### src/rtl/dc_vlc_slice_sequencer.sv
// Purpose: streams one slice of DC coefficients gap-free through the DC entropy encoder and queues the codewords.
// Latency: first codeword enters the FIFO ENC_LATENCY+2 cycles after the first coefficient read; done 2 cycles after the last capture.
// Backpressure: the encoder cannot stall, so a slice is only issued once the FIFO has room for all of it; cw_ready throttles the FIFO only.
//
// Ports:
//   clk, reset_n          clock, asynchronous active-low reset
//   start_i, num_blocks_i slice request and block count (clamped to MAX_BLOCKS)
//   busy_o, done_o        slice in progress / one-cycle completion pulse
//   slice_bits_o          saturating sum of codeword lengths of the current/last slice
//   len_err_o             sticky: encoder reported a length above 32 in this slice
//   coef_rd_*             coefficient buffer read port (data one cycle after the strobe)
//   enc_*                 encoder reset, coefficient input and codeword outputs
//   cw_*                  codeword FIFO head toward the bitstream packer (valid/ready)
module dc_vlc_slice_sequencer #(
    parameter int MAX_BLOCKS  = 32,
    parameter int ENC_LATENCY = 6,
    parameter int FIFO_DEPTH  = 32
) (
    input  logic        clk,
    input  logic        reset_n,
    input  logic        start_i,
    input  logic [5:0]  num_blocks_i,
    output logic        busy_o,
    output logic        done_o,
    output logic [15:0] slice_bits_o,
    output logic        len_err_o,
    output logic        coef_rd_en_o,
    output logic [4:0]  coef_rd_addr_o,
    input  logic [31:0] coef_rd_data_i,
    output logic        enc_reset_n_o,
    output logic [31:0] enc_dc_coeff_o,
    input  logic [31:0] enc_sum_i,
    input  logic [31:0] enc_len_i,
    output logic        cw_valid_o,
    input  logic        cw_ready_i,
    output logic [31:0] cw_data_o,
    output logic [5:0]  cw_len_o,
    output logic        cw_last_o
);

    localparam int PW = (FIFO_DEPTH > 1) ? $clog2(FIFO_DEPTH) : 1;
    localparam int CW = $clog2(FIFO_DEPTH + 1);

    typedef enum logic [2:0] {
        S_IDLE  = 3'd0,
        S_WAIT  = 3'd1,
        S_ISSUE = 3'd2,
        S_DRAIN = 3'd3,
        S_DONE  = 3'd4
    } state_t;

    state_t              state_q, state_d;
    logic [5:0]          n_q, n_d;
    logic [5:0]          rd_cnt_q, rd_cnt_d;
    logic [5:0]          cap_cnt_q, cap_cnt_d;
    logic [ENC_LATENCY:0] vsr_q;
    logic                enc_rst_n_q, enc_rst_n_d;
    logic [15:0]         acc_q, acc_d;
    logic                len_err_q, len_err_d;
    logic                busy_q, busy_d;
    logic                done_q;
    logic [PW-1:0]       wr_ptr_q, rd_ptr_q;
    logic [CW-1:0]       cnt_q;
    logic [38:0]         mem_q [FIFO_DEPTH];

    logic                accept;
    logic [5:0]          n_clamped;
    logic [6:0]          free_w;
    logic                rd_en;
    logic                cap;
    logic                cap_last;
    logic                push, pop;
    logic [5:0]          cap_len;
    logic [32:0]         acc_sum;

    assign accept    = start_i && !busy_q && (state_q == S_IDLE);
    assign n_clamped = (num_blocks_i > 6'(MAX_BLOCKS)) ? 6'(MAX_BLOCKS) : num_blocks_i;
    // Captures of the current slice are already reserved by the admission check,
    // so the FIFO occupancy alone is the right measure of free space here.
    assign free_w    = 7'(FIFO_DEPTH) - 7'(cnt_q);

    // vsr_q[0] marks the cycle a coefficient sits on enc_dc_coeff_o;
    // vsr_q[ENC_LATENCY] marks the cycle its codeword is on enc_sum_i/enc_len_i.
    assign cap      = vsr_q[ENC_LATENCY];
    assign cap_last = (cap_cnt_q == n_q - 6'd1);
    assign cap_len  = (enc_len_i > 32'd32) ? 6'd32 : enc_len_i[5:0];
    assign acc_sum  = {17'd0, acc_q} + {1'b0, enc_len_i};

    // ---------------- FSM: state register ----------------
    always_ff @(posedge clk or negedge reset_n) begin
        if (!reset_n) begin
            state_q <= S_IDLE;
        end else begin
            state_q <= state_d;
        end
    end

    // ---------------- FSM: next state ----------------
    always_comb begin
        state_d = state_q;
        case (state_q)
            S_IDLE: begin
                if (accept) begin
                    if (n_clamped == 6'd0) begin
                        state_d = S_DONE;
                    end else if (free_w >= {1'b0, n_clamped}) begin
                        state_d = S_ISSUE;
                    end else begin
                        state_d = S_WAIT;
                    end
                end
            end
            S_WAIT: begin
                if (free_w >= {1'b0, n_q}) begin
                    state_d = S_ISSUE;
                end
            end
            S_ISSUE: begin
                if (rd_cnt_q == n_q - 6'd1) begin
                    state_d = S_DRAIN;
                end
            end
            S_DRAIN: begin
                if (cap && cap_last) begin
                    state_d = S_DONE;
                end
            end
            S_DONE:  state_d = S_IDLE;
            default: state_d = S_IDLE;
        endcase
    end

    // ---------------- FSM: outputs ----------------
    always_comb begin
        rd_en          = (state_q == S_ISSUE);
        coef_rd_en_o   = rd_en;
        coef_rd_addr_o = rd_en ? rd_cnt_q[4:0] : 5'd0;
        enc_dc_coeff_o = vsr_q[0] ? coef_rd_data_i : 32'd0;
    end

    // ---------------- datapath next-state ----------------
    always_comb begin
        n_d         = n_q;
        rd_cnt_d    = rd_cnt_q;
        cap_cnt_d   = cap_cnt_q;
        enc_rst_n_d = enc_rst_n_q;
        acc_d       = acc_q;
        len_err_d   = len_err_q;
        busy_d      = busy_q;

        if (accept) begin
            n_d       = n_clamped;
            rd_cnt_d  = 6'd0;
            cap_cnt_d = 6'd0;
            acc_d     = 16'd0;
            len_err_d = 1'b0;
            busy_d    = 1'b1;
        end else if (done_q) begin
            // busy stays high through the done cycle and drops right after
            busy_d = 1'b0;
        end

        if (rd_en) begin
            rd_cnt_d = rd_cnt_q + 6'd1;
            // Released one cycle ahead so the encoder leaves reset exactly
            // when block 0 reaches its input.
            if (rd_cnt_q == 6'd0) begin
                enc_rst_n_d = 1'b1;
            end
        end

        if (cap) begin
            cap_cnt_d = cap_cnt_q + 6'd1;
            acc_d     = (acc_sum > 33'h0FFFF) ? 16'hFFFF : acc_sum[15:0];
            if (enc_len_i > 32'd32) begin
                len_err_d = 1'b1;
            end
            if (cap_last) begin
                enc_rst_n_d = 1'b0;
            end
        end
    end

    always_ff @(posedge clk or negedge reset_n) begin
        if (!reset_n) begin
            n_q         <= 6'd0;
            rd_cnt_q    <= 6'd0;
            cap_cnt_q   <= 6'd0;
            vsr_q       <= '0;
            enc_rst_n_q <= 1'b0;
            acc_q       <= 16'd0;
            len_err_q   <= 1'b0;
            busy_q      <= 1'b0;
            done_q      <= 1'b0;
        end else begin
            n_q         <= n_d;
            rd_cnt_q    <= rd_cnt_d;
            cap_cnt_q   <= cap_cnt_d;
            vsr_q       <= {vsr_q[ENC_LATENCY-1:0], rd_en};
            enc_rst_n_q <= enc_rst_n_d;
            acc_q       <= acc_d;
            len_err_q   <= len_err_d;
            busy_q      <= busy_d;
            done_q      <= (state_q == S_DONE);
        end
    end

    assign busy_o        = busy_q;
    assign done_o        = done_q;
    assign slice_bits_o  = acc_q;
    assign len_err_o     = len_err_q;
    assign enc_reset_n_o = enc_rst_n_q;

    // ---------------- codeword FIFO ----------------
    assign push = cap;
    assign pop  = cw_valid_o && cw_ready_i;

    always_ff @(posedge clk or negedge reset_n) begin
        if (!reset_n) begin
            wr_ptr_q <= '0;
            rd_ptr_q <= '0;
            cnt_q    <= '0;
        end else begin
            if (push) begin
                wr_ptr_q <= (wr_ptr_q == PW'(FIFO_DEPTH - 1)) ? '0 : wr_ptr_q + PW'(1);
            end
            if (pop) begin
                rd_ptr_q <= (rd_ptr_q == PW'(FIFO_DEPTH - 1)) ? '0 : rd_ptr_q + PW'(1);
            end
            cnt_q <= cnt_q + CW'(push) - CW'(pop);
        end
    end

    // Storage is not reset: the pointers define validity.
    always_ff @(posedge clk) begin
        if (push) begin
            mem_q[wr_ptr_q] <= {enc_sum_i, cap_len, cap_last};
        end
    end

    assign cw_valid_o = (cnt_q != '0);
    assign cw_data_o  = cw_valid_o ? mem_q[rd_ptr_q][38:7] : 32'd0;
    assign cw_len_o   = cw_valid_o ? mem_q[rd_ptr_q][6:1]  : 6'd0;
    assign cw_last_o  = cw_valid_o ? mem_q[rd_ptr_q][0]    : 1'b0;

endmodule

### config.mk
export PLATFORM = sky130hd
export DESIGN_NAME = dc_vlc_slice_sequencer
export DESIGN_NICKNAME = d
export VERILOG_FILES = /design/src/rtl/dc_vlc_slice_sequencer.sv
export SDC_FILE = /design/constraint.sdc
export NUM_CORES = 2
export LEC_CHECK = 0
export CAP_MARGIN = 10
export CORE_MARGIN = 4
export CORE_UTILIZATION = 26
export DETAILED_ROUTE_END_ITERATION = 16
export HOLD_SLACK_MARGIN = 0.1
export PLACE_DENSITY = 0.44
export SYNTH_ARGS = -nofsm -noshare
export SYNTH_HDL_FRONTEND = slang
export SYNTH_SLANG_ARGS = --single-unit
### constraint.sdc
create_clock -name clk -period 6 [get_ports clk]
set_input_delay 1.5 -clock clk [delete_from_list [all_inputs] [get_ports clk]]
set_output_delay 1.5 -clock clk [all_outputs]
set_load 0.03 [all_outputs]
## Word-level counts from Yosys, hierarchy flattened

Memories as Yosys holds them, arrays and structs flattened.
Cells that the tools add are included.

| word-level totals | value |
|---|---|
| flip-flop bits (word level) | 64 |
| input port bits | 106 |
| memory bits (writable) | 1248 |
| memories | 1 |
| output and inout bits | 98 |
| word-level logic and storage cells | 86 |

Memories:

| memory | depth | width | rd ports | clocked after memory_dff | wr ports | line | text |
|---|---|---|---|---|---|---|---|
| mem_q | 32 | 39 | 1 | 0 | 1 | 64 | `logic [38:0] mem_q [FIFO_DEPTH];` |

| operators by class | value |
|---|---|
| mux-type cells | 33 |
| equality and inequality tests | 12 |
| reductions and logical operators | 13 |
| add/subtract/negate cells | 9 |
| order comparisons | 5 |

Operators with widths:

| cell | number |
|---|---|
| 32-bit two-way mux | 2 |
| 16-bit two-way mux | 3 |
| 6-bit two-way mux | 6 |
| 16-bit by 32-bit adder with 33-bit output | 1 |
| 33-bit by 16-bit greater-than comparator with 1-bit output (second input constant) | 1 |
| 32-bit by 6-bit greater-than comparator with 1-bit output (second input constant) | 1 |
| 3-bit two-way mux | 5 |
| 5-bit two-way mux | 3 |
| 7-bit by 6-bit >= comparator with 1-bit output | 2 |
| 6-bit by 1-bit adder with 6-bit output (second input constant) | 2 |
| 6-bit equality test | 2 |
| 6-bit zero test | 2 |
| 1-bit two-way mux | 12 |
| 3-bit case mux with 4 select lines | 1 |
| 5-bit by 1-bit adder with 5-bit output (second input constant) | 2 |
| 5-bit equality test (second input constant) | 2 |
| 6-bit by 6-bit subtractor with 7-bit output (first input constant) | 1 |
| 6-bit by 1-bit adder with 6-bit output | 1 |
| 3-bit by 2-bit equality test with 1-bit output (second input constant) | 2 |
| 6-bit greater-than comparator (second input constant) | 1 |
| 2-bit inequality test (second input constant) | 3 |
| 2-bit nonzero test | 3 |
| 6-bit nonzero test | 1 |
| 6-bit by 1-bit subtractor with 6-bit output | 1 |
| other kinds (9) | 12 |

## Logic depth before layout (Yosys ltp)

| depth | value |
|---|---|
| depth after elaboration | 7 |
| mapped depth | 16 |

## Least setup slack after synthesis

OpenSTA, ideal clock, no wires.

| path | value |
|---|---|
| kind | reg-to-reg |
| start | register vsr_q[6] |
| end | memory mem_q[24][0] (enable) |
| required time | 5.516 ns |
| setup slack | 1.779 ns |
| arrival | 3.738 ns |
| stages on the path, launching flop included | 5 |
| period minus slack after synthesis | 4.221 ns |
| path through | dfrtp_1 > clkbuf_1 > clkbuf_1 > nand2_1 > nor3_1 |

| between the ends | value |
|---|---|
| longest elaborated chain between the ends | 2 |

RTL lines:

| what | line | text |
|---|---|---|
| start: declaration | 56 | `logic [ENC_LATENCY:0] vsr_q;` |
| start signal: assignment | 199 | `vsr_q <= {vsr_q[ENC_LATENCY-1:0], rd_en};` |
| 1-bit two-way mux | 236 | `if (push) begin` |
| 1-bit two-way mux (not written as such) | 237 | `mem_q[wr_ptr_q] <= {enc_sum_i, cap_len, cap_last};` |
| end: declaration | 64 |  |

Every way passes these cells.

## Final worst setup path

| path | value |
|---|---|
| start | register rd_ptr_q[0] |
| end | output cw_data_o[4] |

| between the ends | value |
|---|---|
| longest elaborated chain between the ends | 2 |

RTL lines:

| what | line | text |
|---|---|---|
| start: declaration | 62 | `logic [PW-1:0] wr_ptr_q, rd_ptr_q;` |
| start signal: assignment | 228 | `rd_ptr_q <= (rd_ptr_q == PW'(FIFO_DEPTH - 1)) ? '0 : rd_ptr_q + PW'(1);` |
| memory read 32 x 39 bit | -- |  |
| 32-bit two-way mux | 242 | `assign cw_data_o = cw_valid_o ? mem_q[rd_ptr_q][38:7] : 32'd0;` |
| end: declaration | 36 | `output logic [31:0] cw_data_o,` |

Every way passes these cells.

==> flow_results.org <==
** Status
- Outcome :: complete, no violations

** Synthesis
- The cell count after synthesis came out at 2493.
- In this run, synthesis produced a sequential element count of between 1000 and 1500.
- Async SR Flop Fraction :: under 10%
- Mapped cell area :: between 50000 and 60000 um^2
- Fraction of the mapped netlist area in compound gates :: 2.082%
- After synthesis, the largest family of logic cells by area is multiplexers.
- Of the total synthesized cell area, the portion taken by full adders, half adders and majority gates is between 1 and 1.5%.
- Area leader, netlist :: sky130_fd_sc_hd__edfxtp_1
- In the synthesized netlist, the cells that appear most often are 1248 x sky130_fd_sc_hd__edfxtp_1, 390 x sky130_fd_sc_hd__mux4_2, 97 x sky130_fd_sc_hd__nor2_1.
- Leading post-synthesis cells by cell area :: sky130_fd_sc_hd__edfxtp_1 71%, sky130_fd_sc_hd__mux4_2 17%, sky130_fd_sc_hd__dfrtp_1 3.0%, sky130_fd_sc_hd__ha_1 1.2%, sky130_fd_sc_hd__mux2i_1 0.76%
- Summing the areas of all and, or, nand and nor instances in the mapped netlist gives between 2 and 3% of the synthesized area.
- Number of warnings printed during yosys synthesis :: 0
- Fraction of synthesized cell area taken by the top area cell type :: a little under three quarters
- In this run, synthesis inferred 1248 flip-flops with an integrated enable.
- Seq/Total Area, Yosys :: 74.23%
- The number of nets handed over by synthesis was around 2700.
- For this run, the leading register cell type out of synthesis is sky130_fd_sc_hd__edfxtp_1.
- Number of distinct standard cells referenced by the synthesized netlist :: 63
- After synthesis, the share of cell area in mux cells is 17.55%.
- Summing the areas of all xor and xnor instances in the mapped netlist gives 0.6655% of the synthesized area.
- Among all cell types in the netlist, the one instantiated most often is sky130_fd_sc_hd__edfxtp_1.
- Dividing the synthesized area by the synthesized cell count gives 21.12 um^2.

** CTS
- In this run the number of H-tree levels came out at 4.
- For the worst-skew pair, the clock arrives at the later sink with an insertion delay of 0.79 ns.
- In this run, CTS created clock tree buffers numbering 146.
- Post-CTS resize count :: 0
- No sink is reached through more buffers than the 3 on the longest clock path.
- The clock drives 1312 sinks.
- In this run the post-CTS setup repair buffer count came out at 0.
- TritonCTS built the clock tree.
- Clock Pin Slew Worst Setup and Hold Paths :: about 0.06 ns
- The root buffer cell chosen for the clock tree is sky130_fd_sc_hd__clkbuf_16.
- The number of hold buffers added after CTS was 0.

** Global route
- In the global route stage, overall resource usage came out at 14.16%.
- Pin count of the biggest net entering global routing :: 65
- Global routing finished with a remaining overflow of 0.
- Number of global-route vias before repair :: 28431
- The first global-routing pass estimated about 210 mm of wire.
- The initial antenna violation count was 7.

** Routing
- Violation count after the first detailed-route iteration :: 2444
- WL final :: 150.1 mm
- Dividing the detail-routed wire length by the instance count gives 26.87 um.
- Using the TritonRoute via totals, the vias-per-cell ratio works out to 4.771.
- DRC errors left :: 0
- Number of nets with antenna violations after detailed routing :: 0
- The first TritonRoute pass finished after 7 iterations.
- Via count :: between 20000 and 30000

** Layout
- Fraction of layout instances using a drive strength above 1 :: 25.49%
- The filler cells instantiated in the layout total 19065.
- Relative area change from synthesis to final layout :: 20.16%
- Total Nets Final :: slightly below 3000
- Final standard cell utilization of the core :: 31.55%

** Placed design
- Routability cong. :: 0.8231
- Detailed placement finished with a half-perimeter wire length of 81.12 mm.
- In this run the tool buffered the top-level ports with 203 buffer cells.

** Floorplanning
- From bottom edge to top edge, the die measures around 460 um.
- The total area inside the core boundary comes to ~200000 um^2.
- I/O pin count :: between 200 and 250
- In this run the core area contains approximately 160 standard-cell rows.
- DIE AREA :: 209700 um^2
- Starting utilization of the core area :: between 20% and 30%
- X dimension of the die :: 458.0 um

** Run
- Max-cap violations in this run came to 0.

** Timing
- Setup repair after global routing left no endpoint under its margin.
- Total Negative Setup Slacks :: 0 ns
- The final count of hold timing violations came to 0.
- Setup skew after layout :: around 0.074 ns
- The final critical path takes up 94.82% of the cycle.
- Total count of max-transition violations in the final report :: 0
- Post-layout minimum cycle time :: 5.689 ns
- At the pin with the least slew margin, the transition time is 1.223 ns.
- Based on the critical path, the design can be clocked at up to around 0.18 GHz.
- Final setup violating endpoints :: 0
- Measured against its own limit, the worst slew margin works out to between 10% and 20%.

** Power and ir drop
- Power spread over the standard cell area amounts to 384.0 nW/um^2.
- Total leakage power :: a little over 20 nW
- The worst-case IR drop observed on VDD is around 0.25 mV.

** Critical path
- Peak fanout along the critical path :: 40
- Worst Path Class, Setup :: flop to output pin
- Data on the critical path is required at its endpoint by 4.50 ns.
- STA classifies the critical path startpoint as a flop.
- STA puts the critical path data arrival time at 4.19 ns.
- Worst Setup End Kind :: output pin

** Hold path
- The tightest min-delay check is of the flop to flop type.
==> power breakdown <==
part / internal, W / leakage [nW] / switching, W
combinational: 0.00264 / 5.71 / 0.00287
sequential: 0.0100 / 12.6 / 0.000248
clock: 0.00476 / 2.22 / 0.00372
total: 0.0175 / 20.5 / 0.00684
==> state kept, by name, summed over array words and instances (netlist names) <==
signal / count
busy_o: 1
cap_cnt_q: 6
cnt_q: 6
done_o: 1
enc_reset_n_o: 1
len_err_o: 1
mem_q: 1248
n_q: 6
rd_cnt_q: 6
rd_ptr_q: 5
slice_bits_o: 16
state_q: 3
vsr_q: 7
wr_ptr_q: 5
==> kinds of logic after synthesis <==
kind of cell	Yosys count
fa+ha+maj	53
simple gates	315
compound gates	171
flops	1312
mux	435
xor+xnor	40
buf+inv	167
==> worst paths after layout <==
kind | cells after the start | end | slack (ns) | from
worst max-delay path | 7 | cw_data_o[4] | 0.31 | rd_ptr_q[0]
worst min-delay path | 0 | vsr_q[2] | 0.35 | vsr_q[1]
worst max register to register | 11 | slice_bits_o[5] | 2.08 | slice_bits_o[0]
worst min register to register | 0 | vsr_q[2] | 0.35 | vsr_q[1]
max in group asynchronous | 1 | rd_ptr_q[1] | 4.41 | reset_n
min in group asynchronous | 1 | done_o | 0.88 | reset_n
==> through the flow <==
step	area, um^2	hold slack, ns	total power (W)	setup WS (ns)	cells
final	63260	0.3523	0.02429	0.3110	5588
after global routing	63250	0.3615	0.02536	0.05605	5586
after CTS	63250	0.3538	0.02471	0.1310	5585
after detailed placement	58670	0.3347	0.01614	0.5899	5320
after global placement	58650	0.3428	0.01608	0.6775	5319
after floorplan	52640	0.3312	0.01402	1.779	2493
==> metal layers <==
layer	vias up	part of all wire (%)	global-route usage (%)	routed length, um
li1	11057	-	-	-
met1	14537	43	18.84	64740
met2	863	50	24.25	75040
met3	204	5.1	2.415	7676
met4	0	1.8	3.226	2679
met5	-	0	0	0
==> cell type report <==
class	instances	area (um^2)	area share (%)
sequential	1312	39100	61.80
multi-input combinational	1014	13140	20.77
clock buffer	180	3791	5.993
tap	2656	3323	5.253
timing repair buffer	300	2973	4.700
clock inverter	85	785.8	1.242
inverter	39	146.4	0.2314
antenna	2	5.005	0.007912
==> layout by cell type (no fill, tap or decap), types with 21 or more instances in the layout <==
cell	synthesis	final
sky130_fd_sc_hd__mux4_2	390	390
sky130_fd_sc_hd__dfrtp_1	64	59
sky130_fd_sc_hd__xnor2_1	24	24
sky130_fd_sc_hd__edfxtp_1	1248	1248
sky130_fd_sc_hd__a21oi_1	47	47
sky130_fd_sc_hd__ha_1	51	51
sky130_fd_sc_hd__inv_1	39	39
sky130_fd_sc_hd__clkdlybuf4s50_1	0	198
sky130_fd_sc_hd__nand2_1	64	64
sky130_fd_sc_hd__nor2_4	0	21
sky130_fd_sc_hd__clkinv_2	0	29
sky130_fd_sc_hd__clkbuf_1	84	33
sky130_fd_sc_hd__buf_4	2	84
sky130_fd_sc_hd__clkbuf_16	0	146
sky130_fd_sc_hd__o21ai_0	47	47
sky130_fd_sc_hd__and2_1	41	41
sky130_fd_sc_hd__clkinv_1	0	29
sky130_fd_sc_hd__mux2i_1	40	40
sky130_fd_sc_hd__nor2_1	97	76
==> worst max-delay path: stages, from the launching register on <==
cell and delay (ns):
sky130_fd_sc_hd__dfrtp_4 0.61, sky130_fd_sc_hd__buf_12 0.34, sky130_fd_sc_hd__buf_12 0.33, sky130_fd_sc_hd__mux4_2 0.55, sky130_fd_sc_hd__mux4_2 0.45, sky130_fd_sc_hd__mux2i_1 0.34, sky130_fd_sc_hd__nor2_1 0.08, sky130_fd_sc_hd__clkdlybuf4s50_1 0.61
Note: power is estimated with default switching activity, not from simulation.
